**src/rtl/load_store_buffer_pkg.sv**
```systemverilog
// Shared widths, op encodings and entry layout for the load/store buffer.
package load_store_buffer_pkg;

  localparam int XLEN             = 32;
  localparam int ROB_SIZE_WIDTH   = 4;
  // One extra bit over the ROB id so that all-ones never aliases a real id.
  localparam int DEPENDENCY_WIDTH = ROB_SIZE_WIDTH + 1;
  localparam int INST_OP_WIDTH    = 6;
  localparam int LSB_SIZE_WIDTH   = 3;
  localparam int LSB_SIZE         = 1 << LSB_SIZE_WIDTH;

  localparam logic [DEPENDENCY_WIDTH-1:0] NO_DEP  = '1;
  localparam logic [XLEN-1:0]             IO_BASE = 32'h0003_0000;

  localparam logic [INST_OP_WIDTH-1:0] OP_NOP = 6'd0;
  localparam logic [INST_OP_WIDTH-1:0] OP_LB  = 6'd1;
  localparam logic [INST_OP_WIDTH-1:0] OP_LH  = 6'd2;
  localparam logic [INST_OP_WIDTH-1:0] OP_LW  = 6'd3;
  localparam logic [INST_OP_WIDTH-1:0] OP_LBU = 6'd4;
  localparam logic [INST_OP_WIDTH-1:0] OP_LHU = 6'd5;
  localparam logic [INST_OP_WIDTH-1:0] OP_SB  = 6'd6;
  localparam logic [INST_OP_WIDTH-1:0] OP_SH  = 6'd7;
  localparam logic [INST_OP_WIDTH-1:0] OP_SW  = 6'd8;
  localparam logic [INST_OP_WIDTH-1:0] OP_ADD = 6'd9;

  typedef struct packed {
    logic [INST_OP_WIDTH-1:0]    op;
    logic [ROB_SIZE_WIDTH-1:0]   id;
    logic [XLEN-1:0]             imm;
    logic [DEPENDENCY_WIDTH-1:0] q1;
    logic [XLEN-1:0]             v1;
    logic [DEPENDENCY_WIDTH-1:0] q2;
    logic [XLEN-1:0]             v2;
  } lsb_entry_t;

  localparam lsb_entry_t ENTRY_RESET = '{op: '0, id: '0, imm: '0,
                                         q1: NO_DEP, v1: '0,
                                         q2: NO_DEP, v2: '0};

  function automatic logic is_load(input logic [INST_OP_WIDTH-1:0] op);
    return op inside {OP_LB, OP_LH, OP_LW, OP_LBU, OP_LHU};
  endfunction

  function automatic logic is_store(input logic [INST_OP_WIDTH-1:0] op);
    return op inside {OP_SB, OP_SH, OP_SW};
  endfunction

endpackage

```
**src/rtl/load_store_buffer_if.sv**
```systemverilog
// Decoder, ROB, ALU and memory-controller signals seen by the load/store buffer.
interface load_store_buffer_if;
  import load_store_buffer_pkg::*;

  logic                        rdy;
  logic                        flush;
  logic                        stall;
  logic                        dec_ready;
  logic [INST_OP_WIDTH-1:0]    dec_op;
  logic [XLEN-1:0]             dec_imm;
  logic [DEPENDENCY_WIDTH-1:0] rf_dep1;
  logic [DEPENDENCY_WIDTH-1:0] rf_dep2;
  logic [XLEN-1:0]             rf_val1;
  logic [XLEN-1:0]             rf_val2;
  logic                        rob_Q1_ready;
  logic [XLEN-1:0]             rob_Q1_val;
  logic                        rob_Q2_ready;
  logic [XLEN-1:0]             rob_Q2_val;
  logic [ROB_SIZE_WIDTH-1:0]   rob_tail_id;
  logic [ROB_SIZE_WIDTH-1:0]   rob_head_id;
  logic                        alu_ready;
  logic [XLEN-1:0]             alu_res;
  logic [ROB_SIZE_WIDTH-1:0]   alu_id;
  logic                        mem_busy;
  logic                        mem_data_ready;
  logic [XLEN-1:0]             mem_data;
  logic [ROB_SIZE_WIDTH-1:0]   mem_id;

  logic                        lsb_full;
  logic                        lsb_empty;
  logic [INST_OP_WIDTH-1:0]    lsb_front_op;
  logic [ROB_SIZE_WIDTH-1:0]   lsb_front_id;
  logic [DEPENDENCY_WIDTH-1:0] lsb_front_Q1;
  logic [XLEN-1:0]             lsb_front_V1;
  logic [DEPENDENCY_WIDTH-1:0] lsb_front_Q2;
  logic [XLEN-1:0]             lsb_front_V2;
  logic                        lsb_mem_enable;
  logic [INST_OP_WIDTH-1:0]    lsb_mem_op;
  logic [XLEN-1:0]             lsb_mem_addr;
  logic [ROB_SIZE_WIDTH-1:0]   lsb_mem_id;

  modport master (
    output rdy, flush, stall, dec_ready, dec_op, dec_imm,
           rf_dep1, rf_dep2, rf_val1, rf_val2,
           rob_Q1_ready, rob_Q1_val, rob_Q2_ready, rob_Q2_val,
           rob_tail_id, rob_head_id, alu_ready, alu_res, alu_id,
           mem_busy, mem_data_ready, mem_data, mem_id,
    input  lsb_full, lsb_empty, lsb_front_op, lsb_front_id,
           lsb_front_Q1, lsb_front_V1, lsb_front_Q2, lsb_front_V2,
           lsb_mem_enable, lsb_mem_op, lsb_mem_addr, lsb_mem_id
  );

  modport slave (
    input  rdy, flush, stall, dec_ready, dec_op, dec_imm,
           rf_dep1, rf_dep2, rf_val1, rf_val2,
           rob_Q1_ready, rob_Q1_val, rob_Q2_ready, rob_Q2_val,
           rob_tail_id, rob_head_id, alu_ready, alu_res, alu_id,
           mem_busy, mem_data_ready, mem_data, mem_id,
    output lsb_full, lsb_empty, lsb_front_op, lsb_front_id,
           lsb_front_Q1, lsb_front_V1, lsb_front_Q2, lsb_front_V2,
           lsb_mem_enable, lsb_mem_op, lsb_mem_addr, lsb_mem_id
  );

endinterface

```
**src/rtl/load_store_buffer_operand_wakeup.sv**
```systemverilog
// One operand slot: replaces a pending tag with a matching ALU or memory broadcast.
module lsb_operand_wakeup
  import load_store_buffer_pkg::*;
(
  input  logic [DEPENDENCY_WIDTH-1:0] q_i,
  input  logic [XLEN-1:0]             v_i,
  input  logic                        alu_ready_i,
  input  logic [XLEN-1:0]             alu_res_i,
  input  logic [ROB_SIZE_WIDTH-1:0]   alu_id_i,
  input  logic                        mem_ready_i,
  input  logic [XLEN-1:0]             mem_data_i,
  input  logic [ROB_SIZE_WIDTH-1:0]   mem_id_i,
  output logic [DEPENDENCY_WIDTH-1:0] q_o,
  output logic [XLEN-1:0]             v_o
);

  // A resolved operand (all-ones tag) can never match: broadcast ids are zero-extended.
  always_comb begin
    q_o = q_i;
    v_o = v_i;
    if (alu_ready_i && (q_i == DEPENDENCY_WIDTH'(alu_id_i))) begin
      q_o = NO_DEP;
      v_o = alu_res_i;
    end else if (mem_ready_i && (q_i == DEPENDENCY_WIDTH'(mem_id_i))) begin
      q_o = NO_DEP;
      v_o = mem_data_i;
    end
  end

endmodule

```
**src/rtl/load_store_buffer.sv**
```systemverilog
// In-order load/store queue: captures operands at dispatch, wakes them from
// broadcasts, pops ready stores and issues loads strictly from the front.
module load_store_buffer (
  input logic                clk,
  input logic                rst,
  load_store_buffer_if.slave bus
);
  import load_store_buffer_pkg::*;

  typedef logic [LSB_SIZE_WIDTH-1:0] ptr_t;

  lsb_entry_t                  ent_q [LSB_SIZE];
  lsb_entry_t                  ent_d [LSB_SIZE];
  ptr_t                        head_q, head_d, tail_q, tail_d;
  logic                        mem_en_q, mem_en_d;
  logic [INST_OP_WIDTH-1:0]    mem_op_q, mem_op_d;
  logic [XLEN-1:0]             mem_addr_q, mem_addr_d;
  logic [ROB_SIZE_WIDTH-1:0]   mem_id_q, mem_id_d;

  logic [DEPENDENCY_WIDTH-1:0] wk_q1 [LSB_SIZE];
  logic [DEPENDENCY_WIDTH-1:0] wk_q2 [LSB_SIZE];
  logic [XLEN-1:0]             wk_v1 [LSB_SIZE];
  logic [XLEN-1:0]             wk_v2 [LSB_SIZE];

  logic [DEPENDENCY_WIDTH-1:0] pre_q1, pre_q2, cap_q1, cap_q2;
  logic [XLEN-1:0]             pre_v1, pre_v2, cap_v1, cap_v2;

  lsb_entry_t                  front, new_ent;
  logic [XLEN-1:0]             front_addr;
  logic                        empty, full, store_pop, load_issue, pop, enq;

  // Per-entry wakeup of both operands from this cycle's broadcasts.
  for (genvar g = 0; g < LSB_SIZE; g++) begin : g_ent
    lsb_operand_wakeup u_wk1 (
      .q_i(ent_q[g].q1), .v_i(ent_q[g].v1),
      .alu_ready_i(bus.alu_ready), .alu_res_i(bus.alu_res), .alu_id_i(bus.alu_id),
      .mem_ready_i(bus.mem_data_ready), .mem_data_i(bus.mem_data), .mem_id_i(bus.mem_id),
      .q_o(wk_q1[g]), .v_o(wk_v1[g])
    );
    lsb_operand_wakeup u_wk2 (
      .q_i(ent_q[g].q2), .v_i(ent_q[g].v2),
      .alu_ready_i(bus.alu_ready), .alu_res_i(bus.alu_res), .alu_id_i(bus.alu_id),
      .mem_ready_i(bus.mem_data_ready), .mem_data_i(bus.mem_data), .mem_id_i(bus.mem_id),
      .q_o(wk_q2[g]), .v_o(wk_v2[g])
    );
  end

  // Dispatch capture, first two priorities: register file, then ROB bypass.
  always_comb begin
    pre_q1 = bus.rf_dep1;
    pre_v1 = '0;
    if (bus.rf_dep1 == NO_DEP) begin
      pre_v1 = bus.rf_val1;
    end else if (bus.rob_Q1_ready) begin
      pre_q1 = NO_DEP;
      pre_v1 = bus.rob_Q1_val;
    end
    pre_q2 = bus.rf_dep2;
    pre_v2 = '0;
    if (bus.rf_dep2 == NO_DEP) begin
      pre_v2 = bus.rf_val2;
    end else if (bus.rob_Q2_ready) begin
      pre_q2 = NO_DEP;
      pre_v2 = bus.rob_Q2_val;
    end
  end

  // Same-cycle broadcasts close the remaining dispatch-time dependencies.
  lsb_operand_wakeup u_cap1 (
    .q_i(pre_q1), .v_i(pre_v1),
    .alu_ready_i(bus.alu_ready), .alu_res_i(bus.alu_res), .alu_id_i(bus.alu_id),
    .mem_ready_i(bus.mem_data_ready), .mem_data_i(bus.mem_data), .mem_id_i(bus.mem_id),
    .q_o(cap_q1), .v_o(cap_v1)
  );
  lsb_operand_wakeup u_cap2 (
    .q_i(pre_q2), .v_i(pre_v2),
    .alu_ready_i(bus.alu_ready), .alu_res_i(bus.alu_res), .alu_id_i(bus.alu_id),
    .mem_ready_i(bus.mem_data_ready), .mem_data_i(bus.mem_data), .mem_id_i(bus.mem_id),
    .q_o(cap_q2), .v_o(cap_v2)
  );

  // Front decode, pop/issue/enqueue decisions and the new entry image.
  always_comb begin
    front      = ent_q[head_q];
    front_addr = front.v1 + front.imm;
    empty      = (head_q == tail_q);
    full       = (head_q == (tail_q + ptr_t'(1)));
    store_pop  = !empty && is_store(front.op) && (front.q1 == NO_DEP) && (front.q2 == NO_DEP);
    // I/O reads must not be speculative, so they wait until they are the oldest in the ROB.
    load_issue = !empty && is_load(front.op) && (front.q1 == NO_DEP) && !bus.mem_busy &&
                 ((front_addr < IO_BASE) || (front.id == bus.rob_head_id));
    pop        = store_pop || load_issue;
    // A pop frees the head slot in the same cycle, so a full queue still accepts then.
    enq        = !bus.stall && bus.dec_ready && (is_load(bus.dec_op) || is_store(bus.dec_op)) &&
                 (!full || pop);
    new_ent     = '{op: bus.dec_op, id: bus.rob_tail_id, imm: bus.dec_imm,
                    q1: cap_q1, v1: cap_v1, q2: cap_q2, v2: cap_v2};
    if (is_load(bus.dec_op)) begin
      new_ent.q2 = NO_DEP;
      new_ent.v2 = '0;
    end
  end

  // Next-state for entries, pointers and the registered load request.
  always_comb begin
    for (int i = 0; i < LSB_SIZE; i++) begin
      ent_d[i]    = ent_q[i];
      ent_d[i].q1 = wk_q1[i];
      ent_d[i].v1 = wk_v1[i];
      ent_d[i].q2 = wk_q2[i];
      ent_d[i].v2 = wk_v2[i];
    end
    if (enq) ent_d[tail_q] = new_ent;
    head_d     = head_q + ptr_t'(pop);
    tail_d     = tail_q + ptr_t'(enq);
    mem_en_d   = load_issue;
    mem_op_d   = mem_op_q;
    mem_addr_d = mem_addr_q;
    mem_id_d   = mem_id_q;
    if (load_issue) begin
      mem_op_d   = front.op;
      mem_addr_d = front_addr;
      mem_id_d   = front.id;
    end
  end

  // State update; rdy low freezes everything including reset, reset beats flush.
  always_ff @(posedge clk) begin
    if (bus.rdy) begin
      if (rst) begin
        head_q     <= '0;
        tail_q     <= '0;
        mem_en_q   <= 1'b0;
        mem_op_q   <= '0;
        mem_addr_q <= '0;
        mem_id_q   <= '0;
        for (int i = 0; i < LSB_SIZE; i++) ent_q[i] <= ENTRY_RESET;
      end else if (bus.flush) begin
        head_q   <= '0;
        tail_q   <= '0;
        mem_en_q <= 1'b0;
      end else begin
        head_q     <= head_d;
        tail_q     <= tail_d;
        mem_en_q   <= mem_en_d;
        mem_op_q   <= mem_op_d;
        mem_addr_q <= mem_addr_d;
        mem_id_q   <= mem_id_d;
        for (int i = 0; i < LSB_SIZE; i++) ent_q[i] <= ent_d[i];
      end
    end
  end

  assign bus.lsb_full       = full;
  assign bus.lsb_empty      = empty;
  assign bus.lsb_front_op   = front.op;
  assign bus.lsb_front_id   = front.id;
  assign bus.lsb_front_Q1   = front.q1;
  assign bus.lsb_front_V1   = front_addr;
  assign bus.lsb_front_Q2   = front.q2;
  assign bus.lsb_front_V2   = front.v2;
  assign bus.lsb_mem_enable = mem_en_q;
  assign bus.lsb_mem_op     = mem_op_q;
  assign bus.lsb_mem_addr   = mem_addr_q;
  assign bus.lsb_mem_id     = mem_id_q;

endmodule

```
**src/flat_wrapper.sv**
```systemverilog
// flat-port wrapper written by rule: the top's interface ports become plain ports
module load_store_buffer_flat import load_store_buffer_pkg::*;
  (clk, rst, bus_rdy, bus_flush, bus_stall, bus_dec_ready, bus_dec_op, bus_dec_imm, bus_rf_dep1, bus_rf_dep2, bus_rf_val1, bus_rf_val2, bus_rob_Q1_ready, bus_rob_Q1_val, bus_rob_Q2_ready, bus_rob_Q2_val, bus_rob_tail_id, bus_rob_head_id, bus_alu_ready, bus_alu_res, bus_alu_id, bus_mem_busy, bus_mem_data_ready, bus_mem_data, bus_mem_id, bus_lsb_full, bus_lsb_empty, bus_lsb_front_op, bus_lsb_front_id, bus_lsb_front_Q1, bus_lsb_front_V1, bus_lsb_front_Q2, bus_lsb_front_V2, bus_lsb_mem_enable, bus_lsb_mem_op, bus_lsb_mem_addr, bus_lsb_mem_id);
  load_store_buffer_if bus_i ();
  input logic clk;
  input logic rst;
  input wire logic [$bits(bus_i.rdy)-1:0] bus_rdy;
  input wire logic [$bits(bus_i.flush)-1:0] bus_flush;
  input wire logic [$bits(bus_i.stall)-1:0] bus_stall;
  input wire logic [$bits(bus_i.dec_ready)-1:0] bus_dec_ready;
  input wire logic [$bits(bus_i.dec_op)-1:0] bus_dec_op;
  input wire logic [$bits(bus_i.dec_imm)-1:0] bus_dec_imm;
  input wire logic [$bits(bus_i.rf_dep1)-1:0] bus_rf_dep1;
  input wire logic [$bits(bus_i.rf_dep2)-1:0] bus_rf_dep2;
  input wire logic [$bits(bus_i.rf_val1)-1:0] bus_rf_val1;
  input wire logic [$bits(bus_i.rf_val2)-1:0] bus_rf_val2;
  input wire logic [$bits(bus_i.rob_Q1_ready)-1:0] bus_rob_Q1_ready;
  input wire logic [$bits(bus_i.rob_Q1_val)-1:0] bus_rob_Q1_val;
  input wire logic [$bits(bus_i.rob_Q2_ready)-1:0] bus_rob_Q2_ready;
  input wire logic [$bits(bus_i.rob_Q2_val)-1:0] bus_rob_Q2_val;
  input wire logic [$bits(bus_i.rob_tail_id)-1:0] bus_rob_tail_id;
  input wire logic [$bits(bus_i.rob_head_id)-1:0] bus_rob_head_id;
  input wire logic [$bits(bus_i.alu_ready)-1:0] bus_alu_ready;
  input wire logic [$bits(bus_i.alu_res)-1:0] bus_alu_res;
  input wire logic [$bits(bus_i.alu_id)-1:0] bus_alu_id;
  input wire logic [$bits(bus_i.mem_busy)-1:0] bus_mem_busy;
  input wire logic [$bits(bus_i.mem_data_ready)-1:0] bus_mem_data_ready;
  input wire logic [$bits(bus_i.mem_data)-1:0] bus_mem_data;
  input wire logic [$bits(bus_i.mem_id)-1:0] bus_mem_id;
  output wire logic [$bits(bus_i.lsb_full)-1:0] bus_lsb_full;
  output wire logic [$bits(bus_i.lsb_empty)-1:0] bus_lsb_empty;
  output wire logic [$bits(bus_i.lsb_front_op)-1:0] bus_lsb_front_op;
  output wire logic [$bits(bus_i.lsb_front_id)-1:0] bus_lsb_front_id;
  output wire logic [$bits(bus_i.lsb_front_Q1)-1:0] bus_lsb_front_Q1;
  output wire logic [$bits(bus_i.lsb_front_V1)-1:0] bus_lsb_front_V1;
  output wire logic [$bits(bus_i.lsb_front_Q2)-1:0] bus_lsb_front_Q2;
  output wire logic [$bits(bus_i.lsb_front_V2)-1:0] bus_lsb_front_V2;
  output wire logic [$bits(bus_i.lsb_mem_enable)-1:0] bus_lsb_mem_enable;
  output wire logic [$bits(bus_i.lsb_mem_op)-1:0] bus_lsb_mem_op;
  output wire logic [$bits(bus_i.lsb_mem_addr)-1:0] bus_lsb_mem_addr;
  output wire logic [$bits(bus_i.lsb_mem_id)-1:0] bus_lsb_mem_id;
  assign bus_i.rdy = bus_rdy;
  assign bus_i.flush = bus_flush;
  assign bus_i.stall = bus_stall;
  assign bus_i.dec_ready = bus_dec_ready;
  assign bus_i.dec_op = bus_dec_op;
  assign bus_i.dec_imm = bus_dec_imm;
  assign bus_i.rf_dep1 = bus_rf_dep1;
  assign bus_i.rf_dep2 = bus_rf_dep2;
  assign bus_i.rf_val1 = bus_rf_val1;
  assign bus_i.rf_val2 = bus_rf_val2;
  assign bus_i.rob_Q1_ready = bus_rob_Q1_ready;
  assign bus_i.rob_Q1_val = bus_rob_Q1_val;
  assign bus_i.rob_Q2_ready = bus_rob_Q2_ready;
  assign bus_i.rob_Q2_val = bus_rob_Q2_val;
  assign bus_i.rob_tail_id = bus_rob_tail_id;
  assign bus_i.rob_head_id = bus_rob_head_id;
  assign bus_i.alu_ready = bus_alu_ready;
  assign bus_i.alu_res = bus_alu_res;
  assign bus_i.alu_id = bus_alu_id;
  assign bus_i.mem_busy = bus_mem_busy;
  assign bus_i.mem_data_ready = bus_mem_data_ready;
  assign bus_i.mem_data = bus_mem_data;
  assign bus_i.mem_id = bus_mem_id;
  assign bus_lsb_full = bus_i.lsb_full;
  assign bus_lsb_empty = bus_i.lsb_empty;
  assign bus_lsb_front_op = bus_i.lsb_front_op;
  assign bus_lsb_front_id = bus_i.lsb_front_id;
  assign bus_lsb_front_Q1 = bus_i.lsb_front_Q1;
  assign bus_lsb_front_V1 = bus_i.lsb_front_V1;
  assign bus_lsb_front_Q2 = bus_i.lsb_front_Q2;
  assign bus_lsb_front_V2 = bus_i.lsb_front_V2;
  assign bus_lsb_mem_enable = bus_i.lsb_mem_enable;
  assign bus_lsb_mem_op = bus_i.lsb_mem_op;
  assign bus_lsb_mem_addr = bus_i.lsb_mem_addr;
  assign bus_lsb_mem_id = bus_i.lsb_mem_id;
  load_store_buffer u_core (.clk(clk), .rst(rst), .bus(bus_i));
endmodule
```
**config.mk**
```make
export PLATFORM = sky130hd
export DESIGN_NAME = load_store_buffer_flat
export DESIGN_NICKNAME = d
export VERILOG_FILES = /design/src/rtl/load_store_buffer_pkg.sv /design/src/rtl/load_store_buffer_if.sv /design/src/rtl/load_store_buffer_operand_wakeup.sv /design/src/rtl/load_store_buffer.sv /design/src/flat_wrapper.sv
export SDC_FILE = /design/constraint.sdc
export NUM_CORES = 2
export LEC_CHECK = 0
export BUFFER_PORTS_ARGS = -buffer_cell sky130_fd_sc_hd__buf_2
export CORE_MARGIN = 2
export CORE_UTILIZATION = 55
export DETAILED_ROUTE_END_ITERATION = 7
export GPL_ROUTABILITY_DRIVEN = 0
export PLACE_DENSITY = 0.73
export SLEW_MARGIN = 20
export SYNTH_ARGS = -nofsm -noshare
export SYNTH_HDL_FRONTEND = slang
export SYNTH_SLANG_ARGS = --single-unit
```
**constraint.sdc**
```tcl
create_clock -name clk -period 85.9 [get_ports clk]
set_input_delay 12.885 -clock clk [delete_from_list [all_inputs] [get_ports clk]]
set_output_delay 12.885 -clock clk [all_outputs]
set_load 0.02 [all_outputs]
```
==> Word-level counts from Yosys, hierarchy flattened <==
Memory sizes are Yosys's and may differ from the RTL's. A register that Yosys moved wholly into a read port is not among the register bits.
Index checks and enable logic that the tools add are counted.
{ "totals": {"ff_bits": 49, "mem_bits_rw": 928, "inputBits": 267, "word_cells": 253, "memories": 1} }
{ "mem_list": {"columns": ["memory", "words", "word_bits", "read_ports", "rd_clocked_by_memory_dff", "write_ports", "line_no", "text"], "rows": [
  ["u_core.ent_q", 8, 116, 9, 1, 8, "load_store_buffer.sv:12", "lsb_entry_t ent_q [LSB_SIZE];"]
]} }
{ "op_classes": {"addsub": 4, "order_cmp": 3, "eq_ne": 60, "n_mux": 108, "bitwise": 9, "n_reduce_logical": 62} }
{ "op_table": {"columns": ["operator", "n"], "rows": [
  ["$mux W32", 42],
  ["$mux W116", 9],
  ["$bwmux W928", 1],
  ["$mux W928", 1],
  ["$demux W116 S3", 1],
  ["$mux W5", 40],
  ["$eq A5 B4 Y1", 36],
  ["$eq A6 B3 Y1 const B", 8],
  ["$logic_and A1 B1 Y1", 47],
  ["$mux W37", 1],
  ["$add A32 B32 Y32", 1],
  ["$lt A32 B18 Y1 const B", 1],
  ["$eq A6 B2 Y1 const B", 4],
  ["$eq A5 B5 Y1 const B", 4],
  ["$eq A6 B1 Y1 const B", 2],
  ["$eq A6 B4 Y1 const B", 2],
  ["$mux W6", 2],
  ["$reduce_bool A5 Y1", 2],
  ["$mux W4", 2],
  ["$or A1 B1 Y1", 8],
  ["$mux W1", 7],
  ["$add A3 B1 Y3", 2],
  ["$eq A3 B3 Y1", 2],
  ["$mux W3", 2],
  ["12 further kinds", 19]
]} }

==> Logic depth before layout (Yosys ltp) <==
{ "logic_depth": {"depth_word": 11, "depth_mapped": 25, "depth_no_buf": 19} }

==> By module <==
A second synthesis with hierarchy kept.
{ "hier_totals": {"cells_unflattened": 8216, "area_unflattened_um2": 74348.8} }
{ "by_module_without_submodules": {"columns": ["module", "instances", "cells_each", "area_each_um2", "seq_area_each_um2"], "rows": [
  ["load_store_buffer", 1, 4778, 52975.8, 29398.2],
  ["lsb_operand_wakeup", 18, 191, 1187.4, 0.0]
]} }

==> Least setup slack after synthesis <==
Ideal clock, no wire load.
{ "synth_timing": {"kind": "in2reg", "from": "input bus_rdy", "to": "memory u_core.ent_q[0][100] (netlist bit) (enable)", "arrival_ns": 63.216, "path_slack_ns": 22.048, "cell_stages": 3, "path_buffers": 1, "path_cell_list": "clkbuf_1 a21boi_0 o21a_1"} }
{ "synth_lines": {"columns": ["item", "line_no", "text"], "rows": [
  ["start, declared", "flat_wrapper.sv:7", "input wire logic [$bits(bus_i.rdy)-1:0] bus_rdy;"],
  ["end, declared", "load_store_buffer.sv:12", null]
]} }

==> key figures <==
Run status
  • Outcome: finished with violations
  • Failing checks: design-rule violations

Die
  • Rows: 129
  • Initial core utilization: 55.3%
  • Die X: 356 um
  • Io pins: 396
  • Die area: 127000 um2
  • Die H: 356 um
  • Core area: 123000 um2

Cells and area
  • Share of cells above drive strength 1: 20.1%
  • Most common cell after layout, fill and taps aside: edfxtp_1
  • Sequential cell area: 29400 um2
  • Area Overhead vs Synth: 8.03%
  • Area of the multi-input gates: 35700 um2
  • Post-route cell area: 73700 um2
  • # nets final: 6676
  • Most frequent cells in the layout: 977 x edfxtp_1, 882 x nor2_1, 762 x nand2_1
  • Fillcell total: 10100

Yosys
  • Synthesized flop and latch total: 980
  • Post-synthesis cell count: 6506
  • Share of flip-flops with an asynchronous set or reset: 0%
  • Yosys warnings: 0
  • Post-Syn Area: 68200 um2
  • Synth Flop Type: edfxtp_1
  • Yosys cell types: 80
  • EDFF count, synth: 977
  • Post-synthesis sequential area ratio: 43.1%
  • Synth Area per Inst: 10.5 um2
  • Syn Nets: 6810

Power
  • Clock share of power: 36.3%
  • Pwr Density: 16.9 nW/um2
  • Leakage: 0.0258 uW
  • Combinational Power Share: 18.1%
  • Tot Pwr: 1250 uW
  • Max VDD drop: 0.0000166 V
  • Int Pwr: 882 uW
  • Switching power: 366 uW
  • Sequential Power Share: 45.5%
  • Sw Ratio: 29.3%

Timing
  • Post-route setup TNS: 0 ns
  • Slew Viols, Final: 0
  • Clock skew: 0.0477 ns
  • Final WS setup: 66.23 ns
  • RSZ-0062 raised after global routing: false
  • Max Clk Rate: 50.9 MHz
  • Hold WS: 0.585 ns
  • Slew margin rel.: 19.1%
  • Final worst path period need: 19.67 ns
  • Final hold violation count: 0
  • Finish-stage setup viols: 0
  • Fin crit share: 22.9%
  • Slew @ Worst Pin: 1.21 ns

CTS
  • Post-cts sizing count: 0
  • Later-pin clock latency in the skew report: 0.73 ns
  • Num CTS Buffers: 108
  • TritonCTS clock tree: built
  • Number of setup buffers added after CTS: 0
  • Clock root cell: clkbuf_16
  • Hold Buf Count CTS: 0
  • Max H-tree Level: 3
  • Clock-pin slew on the worst setup and hold paths: 0.06 ns
  • Clock buffer depth: 3
  • Clock Sinks: 980

Setup path
  • Reg2reg end: u_core.ent_q[0][77]
  • Crit Path Class: reg2out
  • Required @ worst endpoint: 73.02 ns
  • CP endpoint kind: output pin
  • Crit-path cells: buf_4 > buf_12 > mux4_2 > mux2i_1 > inv_1 > ha_1 > a211oi_1 > o21ai_1 > a311oi_1 > a211oi_1 > or3_1 > and2_1 > buf_2
  • Worst-path maximum fanout: 97
  • Slowest library cell on the worst path: buf_4
  • Reg2Reg Setup Slack: 74.74 ns
  • Reg2reg path depth: 19
  • Crit path launch type: flop
  • Critical Path AT: 6.78 ns
  • Crit-path max cell delay: 0.83 ns
  • Top cell by count, worst path: a211oi_1

Routing
  • Vias after detailed routing: 56800
  • Post-route ant nets: 0
  • Routed length per instance: 29.1 um
  • Drt via density: 7.00
  • DR iter-0 viols: 9258
  • Post-Route WL: 236 mm
  • Pre-antenna DRT Iters: 8
  • DRC: 15

Place
  • DP Area: 70300 um2
  • Post-place setup slack: 67.02 ns
  • DP HPWL: 136 mm
  • I/O Buffers: 395

Global routing
  • Gr ovfl total: 0
  • Total global-route track usage: 36.0%
  • First-pass GRT wire length: 346 mm
  • Largest net degree at the start of global routing: 173
  • Vias in the first global route: 54100
  • Number of antenna violations at the first check in global routing: 28

Min path
  • Hold Crit Start: u_core.head_q[2]
  • Worst Hold Depth: 1
  • Min-delay worst type: reg2reg

Job
  • Max-Cap Viols: 0
[area by class of cell]
cell class / count / share of cell area (%)
Antenna cell: 23 / 0.0781
Clock buffer: 143 / 3.90
Clock inverter: 51 / 0.560
Inverter: 97 / 0.494
Multi-Input combinational cell: 4688 / 48.4
Sequential cell: 980 / 39.9
Tap cell: 1637 / 2.78
Timing Repair Buffer: 497 / 3.84
[registers in the layout, summed over array words and instances (netlist names), named ones only]
name	flops
u_core.bus.lsb_mem_addr	32
u_core.tail_q	3
u_core.head_q	3
u_core.ent_q	928
u_core.bus.lsb_mem_op	6
u_core.bus.lsb_mem_enable	1
u_core.bus.lsb_mem_id	4
[per-stage QoR]
step / std cells / util (%)
after floorplan: 6506 / -
after global placement: 7898 / 57.0
after detailed placement: 7898 / 57.0
after CTS: 8092 / 59.7
after global routing: 8110 / 59.8
final: 8116 / 59.8
[critical path, delay by kind of cell (launching register included)]
kind	cells	cell delay, ns
mux	2	1.07
fa+ha+maj	1	0.31
buf+inv	4	1.91
flops	1	0.68
compound gates	4	1.47
simple gates	2	0.58
[kinds of logic (layout without fill, tap and decap cells)]
family                     Yosys count  after routing  share of synthesized area [%]
AOI/OAI and AO/OA                 1224           1224                           12.1
muxes                             1451           1451                           26.7
xor gates and xnor gates           111            111                           1.43
buffers and inverters              838            788                           5.06
and+or+nand+nor                   1865           1865                           11.0
DFF                                980            980                           43.1
other                                0             23                              0
adders and majority gates           37             37                          0.690
[worst max path at each step]
stage,startpoint,endpoint,cells after the start
4_1_cts,flop,bus_lsb_front_V1[25],13
5_1_grt,flop,bus_lsb_front_V1[25],13
3_5_place_dp,flop,bus_lsb_front_V1[25],13
3_3_place_gp,flop,bus_lsb_front_V1[25],13
2_1_floorplan,bus_rdy,u_core.ent_q[0][100],3
6_report,flop,bus_lsb_front_V1[25],13
[layer usage]
layer / part of all wire [%] / vias up / global-route usage (%)
met5: 0.032 / - / 0
met3: 15 / 691 / 9.14
met2: 44 / 4406 / 52.9
met1: 36 / 27800 / 49.7
met4: 5.1 / 12 / 17.6
li1: - / 24000 / -
[cell usage after synthesis (all sizes together) (4+ instances only)]
cell / instances / area [um2]
a2111oi: 8 / 76.3
a211o: 32 / 280
a211oi: 534 / 4020
a21o: 7 / 52.6
a21oi: 408 / 2040
a221oi: 34 / 298
a222oi: 22 / 220
a311oi: 4 / 41.3
a31oi: 8 / 50.1
and2: 33 / 206
and3: 8 / 50.1
buf: 168 / 935
clkbuf: 573 / 2150
edfxtp: 977 / 29300
ha: 36 / 450
inv: 96 / 360
mux2: 616 / 6940
mux2i: 603 / 6040
mux4: 232 / 5230
nand2: 774 / 2910
nand2b: 11 / 68.8
nand3: 38 / 195
nand3b: 10 / 75.1
nand4: 13 / 81.3
nand4b: 7 / 61.3
nor2: 891 / 3340
nor3: 36 / 180
nor3b: 4 / 30.0
nor4: 15 / 93.8
o211ai: 9 / 72.6
o21a: 7 / 52.6
o21ai: 63 / 315
o21bai: 5 / 37.5
o221ai: 33 / 289
o22ai: 25 / 156
or3: 6 / 37.5
xnor2: 71 / 622
xor2: 40 / 350
[power by group through the flow]
stage	clock network (uW)	logic (uW)	registers (uW)
final	453	227	569
after CTS	453	222	568
after detailed placement	0	221	578
after floorplan	0	147	604
after global placement	0	218	577
after global routing	471	239	571
No activity file was read; power rests on OpenSTA's default activity.
